### src/rtl/rv32i_boot_ctrl.sv
// Boot sequencer for rv32i_cpu: streams a program into memory, releases the CPU, then watches for halt/timeout.
// Optional feature: define BOOT_CHECKSUM_EN to accumulate a modulo-2^32 sum of loaded words on checksum.
module rv32i_boot_ctrl #(
  parameter logic [31:0] BASE_ADDR   = 32'h0000_0000,
  parameter int unsigned HALT_CYCLES = 2,
  parameter int unsigned TIMEOUT     = 1000000
) (
  input  logic        clk,
  input  logic        reset,
  input  logic        start,
  input  logic        abort,
  input  logic [15:0] load_words,
  input  logic        s_valid,
  input  logic [7:0]  s_data,
  output logic        s_ready,
  output logic        cpu_reset,
  input  logic [31:0] cpu_pc,
  input  logic        cpu_mem_we,
  input  logic [31:0] cpu_mem_addr,
  input  logic [31:0] cpu_mem_wdata,
  input  logic [3:0]  cpu_mem_wmask,
  output logic        mem_we,
  output logic [31:0] mem_addr,
  output logic [31:0] mem_wdata,
  output logic [3:0]  mem_wmask,
  output logic [1:0]  state,
  output logic        done,
  output logic        timeout,
  output logic [31:0] halt_pc,
  output logic [31:0] cycle_count,
  output logic [31:0] checksum
);

  typedef enum logic [1:0] {
    IDLE = 2'd0,
    LOAD = 2'd1,
    RUN  = 2'd2,
    HALT = 2'd3
  } state_t;

  state_t      cur_state;
  state_t      next_state;

  logic [15:0] load_words_q;
  logic [15:0] word_cnt;
  logic [1:0]  byte_idx;
  logic [23:0] asm_q;
  logic        wr_valid;
  logic [31:0] wr_data;
  logic [31:0] wr_addr;

  logic [31:0] prev_pc;
  logic        pc_valid;
  logic [31:0] stable_cnt;

  logic        start_ok;
  logic        accept;
  logic        last_byte;
  logic        load_done;
  logic        pc_halt;
  logic        run_timeout;

  assign start_ok    = start && !abort && (cur_state == IDLE || cur_state == HALT);
  assign accept      = s_valid && s_ready && (cur_state == LOAD);
  assign last_byte   = accept && (byte_idx == 2'd3) &&
                       (({1'b0, word_cnt} + 17'd1) == {1'b0, load_words_q});
  assign load_done   = wr_valid && (word_cnt == load_words_q);
  assign pc_halt     = (cur_state == RUN) && pc_valid && (stable_cnt == HALT_CYCLES);
  assign run_timeout = (cur_state == RUN) && (cycle_count == 32'(TIMEOUT - 1));
  assign state       = cur_state;

  // cpu_reset is registered from next_state so it always equals (state != RUN)
  always_ff @(posedge clk or posedge reset) begin
    if (reset) begin
      cur_state <= IDLE;
      cpu_reset <= 1'b1;
    end else begin
      cur_state <= next_state;
      cpu_reset <= (next_state != RUN);
    end
  end

  always_comb begin
    next_state = cur_state;
    if (abort) begin
      next_state = IDLE;
    end else begin
      case (cur_state)
        IDLE, HALT: if (start) next_state = (load_words != 16'd0) ? LOAD : RUN;
        LOAD:       if (load_done) next_state = RUN;
        RUN:        if (pc_halt || run_timeout) next_state = HALT;
        default:    next_state = IDLE;
      endcase
    end
  end

  always_comb begin
    mem_we    = 1'b0;
    mem_addr  = 32'h0;
    mem_wdata = 32'h0;
    mem_wmask = 4'h0;
    done      = (cur_state == HALT);
    case (cur_state)
      LOAD: begin
        if (wr_valid) begin
          mem_we    = 1'b1;
          mem_addr  = wr_addr;
          mem_wdata = wr_data;
          mem_wmask = 4'hF;
        end
      end
      RUN: begin
        mem_we    = cpu_mem_we;
        mem_addr  = cpu_mem_addr;
        mem_wdata = cpu_mem_wdata;
        mem_wmask = cpu_mem_wmask;
      end
      default: ;
    endcase
  end

  // Byte assembly; lane 3 completes a word which is written on the following cycle
  always_ff @(posedge clk or posedge reset) begin
    if (reset) begin
      s_ready      <= 1'b0;
      load_words_q <= 16'h0;
      word_cnt     <= 16'h0;
      byte_idx     <= 2'd0;
      asm_q        <= 24'h0;
      wr_valid     <= 1'b0;
      wr_data      <= 32'h0;
      wr_addr      <= 32'h0;
    end else begin
      wr_valid <= 1'b0;
      if (abort) begin
        s_ready  <= 1'b0;
        byte_idx <= 2'd0;
      end else if (start_ok) begin
        load_words_q <= load_words;
        word_cnt     <= 16'h0;
        byte_idx     <= 2'd0;
        s_ready      <= (load_words != 16'd0);
      end else if (accept) begin
        byte_idx <= byte_idx + 2'd1;
        case (byte_idx)
          2'd0: asm_q[7:0]   <= s_data;
          2'd1: asm_q[15:8]  <= s_data;
          2'd2: asm_q[23:16] <= s_data;
          default: begin
            wr_valid <= 1'b1;
            wr_data  <= {s_data, asm_q};
            wr_addr  <= BASE_ADDR + {14'h0, word_cnt, 2'b00};
            word_cnt <= word_cnt + 16'd1;
          end
        endcase
        if (last_byte) s_ready <= 1'b0;
      end
    end
  end

  // Halt detection: the first RUN cycle only seeds prev_pc
  always_ff @(posedge clk or posedge reset) begin
    if (reset) begin
      cycle_count <= 32'h0;
      timeout     <= 1'b0;
      halt_pc     <= 32'h0;
      prev_pc     <= 32'h0;
      pc_valid    <= 1'b0;
      stable_cnt  <= 32'h0;
    end else if (abort) begin
      timeout    <= 1'b0;
      pc_valid   <= 1'b0;
      stable_cnt <= 32'h0;
    end else if (start_ok) begin
      cycle_count <= 32'h0;
      timeout     <= 1'b0;
      pc_valid    <= 1'b0;
      stable_cnt  <= 32'h0;
    end else if (cur_state == RUN) begin
      prev_pc  <= cpu_pc;
      pc_valid <= 1'b1;
      if (pc_valid) stable_cnt <= (cpu_pc == prev_pc) ? stable_cnt + 32'd1 : 32'h0;
      if (next_state == RUN) cycle_count <= cycle_count + 32'd1;
      if (next_state == HALT) begin
        halt_pc <= cpu_pc;
        timeout <= run_timeout && !pc_halt;
      end
    end
  end

`ifdef BOOT_CHECKSUM_EN
  always_ff @(posedge clk or posedge reset) begin
    if (reset) begin
      checksum <= 32'h0;
    end else if (start_ok) begin
      checksum <= 32'h0;
    end else if (cur_state == LOAD && wr_valid) begin
      checksum <= checksum + wr_data;
    end
  end
`else
  assign checksum = 32'h0;
`endif

endmodule

### config.mk
export PLATFORM = sky130hd
export DESIGN_NAME = rv32i_boot_ctrl
export DESIGN_NICKNAME = d
export VERILOG_FILES = /design/src/rtl/rv32i_boot_ctrl.sv
export SDC_FILE = /design/constraint.sdc
export NUM_CORES = 1
export LEC_CHECK = 0
export CAP_MARGIN = 0
export CORE_ASPECT_RATIO = 0.8
export CORE_MARGIN = 5
export CORE_UTILIZATION = 54
export DETAILED_ROUTE_END_ITERATION = 7
export HOLD_SLACK_MARGIN = 0.02
export PLACE_DENSITY = 0.84
export SYNTH_ARGS = -nofsm -noshare
export SYNTH_HDL_FRONTEND = slang
export SYNTH_SLANG_ARGS = --single-unit
### constraint.sdc
create_clock -name clk -period 12.3 [get_ports clk]
set_clock_uncertainty 0.2 [all_clocks]
set_input_delay 2.46 -clock clk [delete_from_list [all_inputs] [get_ports clk]]
set_output_delay 2.46 -clock clk [all_outputs]
set_load 0.01 [all_outputs]
==> Yosys cells after proc, flatten, opt, wreduce, memory -nomap -nowiden <==
Cells that the tools add are included.
{ "op_classes": {"n_eq_ne": 15, "reduce_logical": 40, "n_bitwise": 3, "muxes": 43, "addsub": 5} }
{ "op_table": {"columns": ["op", "count"], "rows": [
  ["2-to-1 mux 32 bit", 9],
  ["one-hot mux 32 bit (2 select lines)", 2],
  ["adder 32 x 1 -> 32 bit (second input constant)", 2],
  ["2-to-1 mux 16 bit", 3],
  ["equality test 32 x 2 -> 1 bit (second input constant)", 1],
  ["equality test 32 x 20 -> 1 bit (second input constant)", 1],
  ["equality test 32 bit", 1],
  ["AND reduction 4 bit", 5],
  ["2-to-1 mux 18 bit", 1],
  ["adder 16 x 1 -> 17 bit (second input constant)", 1],
  ["equality test 17 x 16 -> 1 bit", 1],
  ["adder 16 x 1 -> 16 bit (second input constant)", 1],
  ["equality test 16 bit", 1],
  ["2-to-1 mux 1 bit", 16],
  ["2-to-1 mux 2 bit", 8],
  ["nonzero test 16 bit", 1],
  ["nonzero test 3 bit", 5],
  ["equality test 2 bit (second input constant)", 6],
  ["logical AND 1 bit", 11],
  ["AND reduction 3 bit", 3],
  ["one-hot mux 4 bit (2 select lines)", 1],
  ["AND reduction 2 bit", 4],
  ["one-hot mux 2 bit (3 select lines)", 1],
  ["nonzero test 2 bit", 3],
  ["other kinds (12)", 18]
]} }
{ "totals": {"word_cells": 124, "register_bits": 241, "output_inout_bits": 171, "in_bits": 130} }

==> Depth between registers and ports, before layout <==
{ "depth": {"depth_word": 12, "ltp_mapped": 11, "mapped_depth_nobuf": 9} }

==> Least setup slack after synthesis <==
No wires, ideal clock.
{ "synth_path": {"path_type": "input-to-output", "startpoint": "in cpu_mem_addr[10]", "endpoint": "out mem_addr[10]", "t_required_ps": 9640, "path_stages": 2, "setup_slack_ps": 6934, "t_arrival_ps": 2706, "path_buffers": 0, "path_cell_list": "a22oi_1 > nor2_1"} }
{ "synth_between": {"elab_chain_len": 1} }
{ "synth_rtl": {"columns": ["element", "line_no", "text"], "rows": [
  ["start, declared", "19", "input logic [31:0] cpu_mem_addr,"],
  ["one-hot mux 32 bit (2 select lines)", "103", "case (cur_state)"],
  ["end, declared", "23", "output logic [31:0] mem_addr,"]
]} }
Every way passes these cells.

==> Final worst setup path <==
Same ends and word-level chain as after synthesis.

==> summary.md <==
| Metric | Value |
|---|---|
| Status | finished clean |
| Number of setup buffers added after CTS | 0 |
| DRC | 0 |
| Setup TNS | 0 ns |
| Minimum period implied by the final worst setup slack | 6.61 ns |
| CP Launch Type | input pin |
| Hold Fails Final Rpt | 0 |
| Tot GR Track Use | 24.6% |
| WL final | 33300 um |
| Gpl congestion | 0.941 |
| DR WL/cell | 17.8 um |
| Largest net degree at the start of global routing | 111 |
| Critical path launch point | cpu_mem_addr[10] |
| # rows | 50 |
| DP HPWL | 23400 um |
| # diodes | 0 |
| Via count | 10500 |
| CTS tree | built |
| Synth async-reset ratio | 100% |
| H-tree levels | 1 |
| Final Slew Violations | 0 |
| Drt first pass iters | 5 |
| Final setup margin | 5.69 ns |
| # hold bufs at CTS | 0 |
| Fmax | 151 MHz |
| Worst-Margin Slew | 1.11 ns |
| IO Pins | 301 |
| Relative slew slack | 26.0% |
| I/O Buffers | 268 |
| P_leak | 0.00699 uW |
| PD cells | 163 nW/um^2 |
| Post-synthesis sequential area ratio | 47.9% |
| Post-cts resize count | 0 |
| Worst setup EP type | output pin |
| RSZ-0062 raised after global routing | false |
| Crit path max fanout | 1 |
| EDFF count, synth | 0 |
| Vias in the first global route | 10500 |
| Grt total ovfl | 0 |
| First-pass GRT wire length | 55100 um |
| Final number of setup-violating endpoints | 0 |
| Setup CP Type | input pin to output pin |
| Worst-Skew Late Latency | 0.52 ns |
| Gate Count Post-Synth | 1311 |
| Mapped cell area | 12600 um^2 |
| Min-delay src | asm_q[11]$_DFFE_PP0P_ |
| Worst-path clk slew | 0.06 ns |
| Die area | 26500 um^2 |
| CTS root buf | clkbuf_16 |
| Die width | 181 um |
| Top FF cell, synth | dfrtp_1 |
| Worst r2r src | state[0]$_DFF_PP0_ |
| DP Worst Slack | 5.69 ns |
| Final #Nets | 1684 |
| Number of cells on the worst reg-to-reg path | 9 |
| Hold Crit Class | flip-flop to flip-flop |
| Layout area overhead | 28.5% |
| CTS buffer count | 25 |
| #FFs+latches synth | 241 |
| Yosys warnings | 0 |
| Core ar. | 23100 um^2 |
| # clock sinks | 241 |
| Synth unique cells | 65 |
| Clock Path Buffers | 3 |
| Max IR drop VDD | 106 uV |
| Starting density of the core | 54.4% |
| Antenna violations before repair | 0 |
| Arr. time, crit path | 3.95 ns |
| Period utilization | 53.8% |
| Avg Vias per Cell | 5.62 |
| CP required | 9.64 ns |
| Max Cap Viol | 0 |
| Chip height | 147 um |
| Syn Area/Cell | 9.60 um^2 |
| Initial drt markers | 858 |
| Layout cells sized above 1 | 10.1% |
| Hold path cells | 2 |
| Final ANT Viol Nets | 0 |
==> path summary, 6_finish.rpt <==
path                                               endpoint  slack [ns]
worst max-delay path                           mem_addr[10]        5.69
worst min-delay path                wr_data[11]$_DFFE_PP0P_        0.26
worst max register to register  cycle_count[19]$_DFFE_PP0P_        8.02
worst min register to register      wr_data[11]$_DFFE_PP0P_        0.26
max in group asynchronous           prev_pc[10]$_DFFE_PP0P_        8.20
min in group asynchronous            halt_pc[3]$_DFFE_PP0P_        2.23
==> per-layer routing <==
| metal | vias to the layer above | track usage, % | share of wire, % |
|---|---|---|---|
| li1 | 4902 | - | - |
| met1 | 5170 | 33.2 | 42 |
| met2 | 373 | 41.9 | 50 |
| met3 | 84 | 3.66 | 5.6 |
| met4 | 0 | 6.80 | 2.6 |
| met5 | - | 0 | 0 |
==> cells in the mapped netlist (5+ instances only) <==
master	number	area share, %
nand2_1	251	7.5
dfrtp_1	240	48
nor2_1	124	3.7
mux2_2	60	5.4
xnor2_1	52	3.6
o21ai_0	50	2.0
a22oi_1	48	2.9
xor2_1	48	3.3
clkbuf_1	43	1.3
nand3_1	42	1.7
buf_4	34	2.0
nand4_1	31	1.5
a21oi_1	26	1.0
and2_1	20	0.99
mux2_4	20	2.4
inv_1	19	0.57
nor4_1	18	0.89
nor3_1	14	0.56
and3_1	13	0.65
ha_1	12	1.2
buf_1	11	0.33
buf_2	10	0.40
o31ai_1	10	0.60
or3_1	10	0.50
or4_1	10	0.60
mux2_1	8	0.72
and4_1	7	0.49
nand2b_1	7	0.35
o211ai_1	7	0.42
or2_2	6	0.30
nor2b_1	5	0.25
==> logic make-up (layout without fill, tap and decap cells) <==
group	Yosys count	after routing	share of synthesized area, %
AOI/OAI and AO/OA	161	161	8.37
xor gates and xnor gates	100	100	6.96
adders and majority gates	12	12	1.19
buffers and inverters	123	341	5.03
DFF	241	241	47.9
muxes	92	92	8.79
other	1	32	0.0298
and+or+nand+nor	581	581	21.7
==> cells in the final DEF (no fill, tap or decap), types with 4 or more instances in the layout <==
master           Yosys  routed
a21oi_1             26      26
nand4_1             31      31
or2_2                6       6
inv_1               19      18
buf_4               34       8
bufinv_16            0       4
a22oi_1             48      48
and4_1               7       7
mux2_4              20      20
nor3_1              14      14
conb_1               1      32
xnor2_1             52      52
and3_1              13      13
xor2_1              48      48
o211ai_1             7       7
and2_1              20      19
mux2i_1              4       4
nand2b_1             7       7
nor2_1             124     123
mux2_2              60      60
ha_1                12      11
o21ai_0             50      50
or4_1               10      10
nand3_1             42      42
o31ai_1             10      10
clkdlybuf4s50_1      0     268
nor4_1              18      18
nor2b_1              5       5
mux2_1               8       8
dfrtp_1            240     240
clkbuf_16            0      25
nand2_1            251     250
or3_1               10      10
nor4b_1              4       4
==> worst max-delay path: stages <==
cell and delay [ns]:
clkdlybuf4s50_1 0.50, a22oi_1 0.11, nor2_1 0.28, clkdlybuf4s50_1 0.60
==> cell type report <==
cell class,count,area [um^2]
fillers,1737,6980
multi-input cells,978,6050
flip-flops and latches,241,6030
repair buffers,276,2740
clock buffers,31,678
well taps,312,390
clock inverters,14,193
inverters,20,82.6
==> through the flow <==
step | hold WS, ns | area, um^2 | total power [uW] | std cells | utilization [%]
2_1_floorplan | 0.233 | 12700 | 1530 | 1342 | -
3_3_place_gp | 0.240 | 15300 | 1820 | 1827 | 66.1
3_5_place_dp | 0.254 | 15300 | 1850 | 1827 | 66.1
4_1_cts | 0.266 | 16200 | 2650 | 1872 | 69.9
5_1_grt | 0.294 | 16200 | 2760 | 1872 | 69.9
6_report | 0.264 | 16200 | 2630 | 1872 | 69.9
==> flip-flops by register name (all words and copies together), names as in the netlist <==
register and flops:
wr_data 32, wr_valid 1, pc_valid 1, stable_cnt 32, wr_addr 16, state 2
timeout 1, asm_q 24, s_ready 1, cpu_reset 1, halt_pc 32, cycle_count 32
word_cnt 16, prev_pc 32, load_words_q 16, byte_idx 2
==> report_power, final <==
part	internal (uW)	switching (uW)	total, uW
Sequential	928	105	1030
Clock	478	314	792
Combinational	408	402	810
Total	1810	821	2630
No activity file was read; power rests on OpenSTA's default activity.
